<file path="config.mk">
export PLATFORM = sky130hd
export DESIGN_NAME = mul_div_unit
export DESIGN_NICKNAME = d
export VERILOG_FILES = /design/src/rtl/mdu_pkg.sv /design/src/rtl/div_core.sv /design/src/rtl/mul_div_unit.sv
export SDC_FILE = /design/constraint.sdc
export NUM_CORES = 2
export LEC_CHECK = 0
export BUFFER_PORTS_ARGS = -buffer_cell sky130_fd_sc_hd__buf_2
export CORE_MARGIN = 5
export CORE_UTILIZATION = 45
export DETAILED_ROUTE_END_ITERATION = 6
export SYNTH_ARGS = -nofsm -noshare
export SYNTH_HDL_FRONTEND = slang
export SYNTH_SLANG_ARGS = --single-unit
</file>
<file path="constraint.sdc">
create_clock -name clka -period 12 [get_ports clka]
set_clock_uncertainty 0.2 [all_clocks]
set_input_delay 1.2 -clock clka [delete_from_list [all_inputs] [get_ports clka]]
set_output_delay 1.2 -clock clka [all_outputs]
set_load 0.005 [all_outputs]
</file>
<file path="src/rtl/mdu_pkg.sv">
// mdu_pkg: op encodings and FSM states shared by the multiply/divide unit.
package mdu_pkg;
    localparam logic [2:0] OP_MULT  = 3'd0;
    localparam logic [2:0] OP_MULTU = 3'd1;
    localparam logic [2:0] OP_DIV   = 3'd2;
    localparam logic [2:0] OP_DIVU  = 3'd3;
    localparam logic [2:0] OP_MTHI  = 3'd4;
    localparam logic [2:0] OP_MTLO  = 3'd5;

    typedef enum logic [1:0] {S_IDLE, S_MUL, S_DIV, S_DONE} state_e;
endpackage

</file>
<file path="src/rtl/div_core.sv">
// div_core: radix-2 restoring divider on magnitudes with sign fix-up.
module div_core #(
    parameter int WIDTH = 32
) (
    input  logic             clk,
    input  logic             rst_n,
    input  logic             start_i,
    input  logic             annul_i,
    input  logic             sgn_i,
    input  logic [WIDTH-1:0] a_i,
    input  logic [WIDTH-1:0] b_i,
    output logic [WIDTH-1:0] q_o,
    output logic [WIDTH-1:0] r_o,
    output logic             done_o
);
    localparam int CW = $clog2(WIDTH);

    logic [WIDTH-1:0] rem_q, quo_q, den_q, rem_d, quo_d;
    logic [WIDTH:0]   rem_sh, diff;
    logic [CW-1:0]    cnt_q;
    logic             busy_q, nq_q, nr_q, fit, a_neg, b_neg;

    assign a_neg  = sgn_i & a_i[WIDTH-1];
    assign b_neg  = sgn_i & b_i[WIDTH-1];
    assign rem_sh = {rem_q, quo_q[WIDTH-1]};
    assign diff   = rem_sh - {1'b0, den_q};
    assign fit    = !diff[WIDTH];
    assign rem_d  = fit ? diff[WIDTH-1:0] : rem_sh[WIDTH-1:0];
    assign quo_d  = {quo_q[WIDTH-2:0], fit};
    // Results are taken from the final iteration's next values, saving a cycle.
    assign done_o = busy_q && cnt_q == CW'(WIDTH - 1);
    assign q_o    = nq_q ? -quo_d : quo_d;
    assign r_o    = nr_q ? -rem_d : rem_d;

    always_ff @(posedge clk or negedge rst_n) begin
        if (!rst_n) begin
            rem_q  <= '0;
            quo_q  <= '0;
            den_q  <= '0;
            cnt_q  <= '0;
            busy_q <= 1'b0;
            nq_q   <= 1'b0;
            nr_q   <= 1'b0;
        end else if (start_i) begin
            rem_q  <= '0;
            quo_q  <= a_neg ? -a_i : a_i;
            den_q  <= b_neg ? -b_i : b_i;
            cnt_q  <= '0;
            busy_q <= 1'b1;
            // Divide by zero keeps the all-ones quotient unnegated.
            nq_q   <= (a_neg ^ b_neg) && |b_i;
            nr_q   <= a_neg;
        end else if (annul_i || done_o) begin
            busy_q <= 1'b0;
        end else if (busy_q) begin
            rem_q  <= rem_d;
            quo_q  <= quo_d;
            cnt_q  <= cnt_q + CW'(1);
        end
    end
endmodule

</file>
<file path="src/rtl/mul_div_unit.sv">
// mul_div_unit: MIPS-style HI/LO multiply/divide unit with pipeline stall
// and annul; inline multiplier and FSM, iterative divider in div_core.
module mul_div_unit
    import mdu_pkg::*;
#(
    parameter int WIDTH   = 32,
    parameter int MUL_LAT = 2
) (
    input  logic             clka,
    input  logic             rst,
    input  logic             start_i,
    input  logic [2:0]       op_i,
    input  logic [WIDTH-1:0] a_i,
    input  logic [WIDTH-1:0] b_i,
    input  logic             annul_i,
    output logic             stall_o,
    output logic             ready_o,
    output logic [WIDTH-1:0] hi_o,
    output logic [WIDTH-1:0] lo_o
);
    state_e             state_q, state_d;
    logic [WIDTH-1:0]   hi_q, hi_d, lo_q, lo_d, ma_q, ma_d, mb_q, mb_d, mx, my, dq, dr;
    logic [2*WIDTH-1:0] prod;
    logic [1:0]         cnt_q, cnt_d;
    logic               ms_q, ms_d, msx, accept, is_mul, is_div, ddone;

    assign accept  = rst && state_q == S_IDLE && start_i && !annul_i;
    assign is_mul  = op_i == OP_MULT || op_i == OP_MULTU;
    assign is_div  = op_i == OP_DIV || op_i == OP_DIVU;
    assign stall_o = (accept && (is_mul || is_div)) || state_q == S_MUL || state_q == S_DIV;
    assign ready_o = state_q == S_DONE;
    assign hi_o    = hi_q;
    assign lo_o    = lo_q;

    // Single-cycle multiply reads the live operands; otherwise the captured ones.
    assign mx   = MUL_LAT == 1 ? a_i : ma_q;
    assign my   = MUL_LAT == 1 ? b_i : mb_q;
    assign msx  = MUL_LAT == 1 ? op_i == OP_MULT : ms_q;
    assign prod = {{WIDTH{msx & mx[WIDTH-1]}}, mx} * {{WIDTH{msx & my[WIDTH-1]}}, my};

    div_core #(.WIDTH(WIDTH)) u_div (
        .clk    (clka),
        .rst_n  (rst),
        .start_i(accept && is_div),
        .annul_i(annul_i && state_q == S_DIV),
        .sgn_i  (op_i == OP_DIV),
        .a_i    (a_i),
        .b_i    (b_i),
        .q_o    (dq),
        .r_o    (dr),
        .done_o (ddone)
    );

    always_comb begin
        state_d = state_q;
        hi_d    = hi_q;
        lo_d    = lo_q;
        ma_d    = ma_q;
        mb_d    = mb_q;
        ms_d    = ms_q;
        cnt_d   = cnt_q;
        case (state_q)
            S_IDLE: if (accept) begin
                if (is_mul) begin
                    ma_d  = a_i;
                    mb_d  = b_i;
                    ms_d  = op_i == OP_MULT;
                    cnt_d = '0;
                    if (MUL_LAT == 1) begin
                        {hi_d, lo_d} = prod;
                        state_d      = S_DONE;
                    end else begin
                        state_d = S_MUL;
                    end
                end else if (is_div) begin
                    state_d = S_DIV;
                end else if (op_i == OP_MTHI) begin
                    hi_d = a_i;
                end else if (op_i == OP_MTLO) begin
                    lo_d = a_i;
                end
            end
            S_MUL: if (annul_i) begin
                state_d = S_IDLE;
            end else if (cnt_q == 2'(MUL_LAT - 2)) begin
                {hi_d, lo_d} = prod;
                state_d      = S_DONE;
            end else begin
                cnt_d = cnt_q + 2'd1;
            end
            S_DIV: if (annul_i) begin
                state_d = S_IDLE;
            end else if (ddone) begin
                hi_d    = dr;
                lo_d    = dq;
                state_d = S_DONE;
            end
            default: state_d = S_IDLE;
        endcase
    end

    always_ff @(posedge clka or negedge rst) begin
        if (!rst) begin
            state_q <= S_IDLE;
            hi_q    <= '0;
            lo_q    <= '0;
            ma_q    <= '0;
            mb_q    <= '0;
            ms_q    <= 1'b0;
            cnt_q   <= '0;
        end else begin
            state_q <= state_d;
            hi_q    <= hi_d;
            lo_q    <= lo_d;
            ma_q    <= ma_d;
            mb_q    <= mb_d;
            ms_q    <= ms_d;
            cnt_q   <= cnt_d;
        end
    end
endmodule

</file>
==> impl_results.md <==
* Met2 wire len at 80100 µm
* Post-synthesis simple-gate area fraction at 0.157
* Origin of the critical flop-to-flop path: ma_q[31]
* Post-DP HPWL at 134000 µm
* Outcome: finished, final reports clean
* Initial antenna violation count at 8
* Root Buffer: clkbuf_16
* All-Layer GR Usage at 0.270
* Post-synth EDFFs at 0
* Row cnt at 126
* Top Metal Used: met5
* Synth Area in XOR/XNOR at 0.0363
* CTS sink count at ~240
* MaxCap Viol Count at 0
* Main area contributors after synthesis: fa_1 (42%), dfrtp_1 (11%), inv_1 (8.4%), nand2_1 (6.7%), ha_1 (6.0%)
* Area Overhead vs Synth at 6.14%
* Nets at 7330
* Slew at the pin closest to its max-slew limit at 1190 ps
* Worst setup path end: hi_o[31]
* Crit-path leading delay family: adder cells
* Worst Path Required at around 12000 ps
* Max-Slew Margin vs Limit at 0.205
* 1st-pass router iterations at 6
* Crit-path slowest cell: fa_1
* Final wirelength at 168000 µm
* Die X at 354 µm
* Buffers & Inverters on Critical Path at 9
* Mux contribution to synthesized area at 0.0189
* Syn_nets at 7413
* GP Congestion at roughly 0.96
* Post-Syn Area at 53400 µm²
* Die Ht at 354 µm
* Post-CTS Setup Inserts at 0
* Largest family of logic cells by synthesized area: adder cells
* Final setup fails at 0
* Iteration-0 DRC Markers at around 3500
* Share of cells above drive strength 1 at 0.0686
* Count leader, synth: inv_1
* TritonCTS clock tree: done
* Average cell area after synthesis at slightly below 9 µm²
* Setup Crit Path Kind: flip-flop to flip-flop
* Startpoint Class: flip-flop
* # port buffers at 136
* Tmin final at 9810 ps
* Largest net degree at the start of global routing at 112
* Worst hold path type: flip-flop to flip-flop
* Antenna viol nets, final at 0
* RSZ-0062 raised after global routing: no
* FF-to-FF End: hi_o[31]
* Async SR Flop Fraction at 1.00
* Max Root-Sink Buffers at 3
* Critical path launch point: ma_q[31]
* Wirelength per Cell at 22.6 µm
* Fmax at between 100 and 150 MHz
* Yosys top cell by area: fa_1
* I/O pins at 137
* Initial Util at 0.452
* GRT overflow at 0
* Resized cells post-CTS at 0
* Hold buffers post-CTS at 0
* CP arrival at 10050 ps
* Met3 wire len at 12000 µm
* Vias/cell at 5.58
* CP Max Fanout at 52
* Vias at approximately 41000
* Crit end category: flip-flop
* Clock-pin slew of the registers on the worst-case setup and hold paths at 70 ps
* Fin crit share at 0.818
* Crit. path cell count at 31
* Die ar. at 126000 µm²
* Post-synthesis sequential area ratio at 0.111
* Core area at 118000 µm²
* First-pass GRT wire length at 264000 µm
* H-tree levels at 1
* Mapped Cells at 5961
* FF+latch count, synth at roughly 240
* Total CTS buffers at 29
* Synth top cells by count: inv_1 (1190), fa_1 (1126), nand2_1 (958)
* Min Hold Slack at 268 ps
* Met1 wire length at approximately 70000 µm
* Adder-Cell Fraction of Synth Area at 0.482
* Worst skew pair latency at 620 ps
* Yosys Warn Count at 0
* Setup TNS at 0 ps
* Final Max Tran Viols at 0
* Yosys top cell area share at 0.423
* Unique masters post-synth at 84
* Slowest Stage Delay on Critical Path at 910 ps
* R2R Setup Slk at 2190 ps
* Hold Fails Final Rpt at 0
* Ys flop type: dfrtp_1
* Vias in the first global route at 43200
* Drc violations at 0
* Reg2Reg Depth at 31
* Synth Area in Compound Gates at 0.0871
==> flip-flops by register name, indices dropped and copies added, names as in the netlist <==
register,flops
u_div.rem_q,32
u_div.busy_q,1
ms_q,1
u_div.cnt_q,5
hi_o,32
cnt_q,2
mb_q,32
u_div.den_q,32
state_q,2
ma_q,32
u_div.quo_q,32
u_div.nr_q,1
u_div.nq_q,1
lo_o,32
==> metal layers <==
metal  global-route usage  vias up
li1                     -    18000
met1                0.374    21600
met2                0.449     1520
met3               0.0365      312
met4               0.0743        6
met5                    0        -
==> layout by cell type (no fill, tap or decap), types with 57 or more instances in the layout <==
cell | Yosys | routed
nand2_1 | 958 | 957
ha_1 | 255 | 253
a21oi_1 | 150 | 150
nor2_1 | 241 | 241
xnor2_1 | 142 | 142
and2_1 | 368 | 367
dfrtp_1 | 237 | 229
o31ai_1 | 68 | 68
a21o_1 | 59 | 57
mux2_2 | 70 | 70
inv_1 | 1190 | 1190
buf_2 | 4 | 135
fa_1 | 1126 | 1126
o21ai_0 | 137 | 137
xor2_1 | 79 | 79
buf_4 | 0 | 87
==> how the worst min path moves through the flow <==
stage	startpoint	to	slack [ps]	cells after the start
after floorplan	u_div.den_q[10]	u_div.den_q[10]	250	2
after global placement	lo_o[16]	lo_o[16]	260	2
after detailed placement	lo_o[16]	lo_o[16]	260	2
after CTS	lo_o[8]	lo_o[8]	280	2
after global routing	lo_o[25]	lo_o[25]	290	2
final	lo_o[25]	lo_o[25]	270	2
==> per-stage QoR <==
stage / setup WS (ps) / util / std cells / cell area [µm²]
2_1_floorplan: 3650 / - / 5961 / 53400
3_3_place_gp: 2410 / 0.470 / 7383 / 55400
3_5_place_dp: 2230 / 0.470 / 7383 / 55400
4_1_cts: 2180 / 0.480 / 7437 / 56600
5_1_grt: 1640 / 0.480 / 7438 / 56600
6_report: 2190 / 0.480 / 7439 / 56600
==> tightest hold or removal path: cells and delay by family, from the launching register on <==
kind / cells / cell delay (ps)
flops: 1 / 340
simple gates: 1 / 50
compound gates: 1 / 50
==> cells by family (layout without fill, tap and decap cells) <==
| logic type | Yosys count | in the layout |
|---|---|---|
| other | 0 | 2 |
| adder cells (fa/ha/maj) | 1381 | 1381 |
| multiplexers | 92 | 92 |
| flip-flops | 237 | 237 |
| buffers and inverters | 1530 | 1470 |
| AND/OR/NAND/NOR | 1810 | 1810 |
| XOR/XNOR | 221 | 221 |
| AO/OA/AOI/OAI | 690 | 690 |
==> final cells by class <==
cell class / count / area, µm²
fillers: 11300 / 61300
multi-input cells: 4194 / 41700
flip-flops and latches: 237 / 5940
inverters: 1193 / 4480
well taps: 1536 / 1920
repair buffers: 223 / 1340
clock buffers: 36 / 802
clock inverters: 18 / 442
diodes: 2 / 5.00
Power is not shown: default switching activity piles up to over one toggle a cycle in this logic, so the estimate is an artifact.
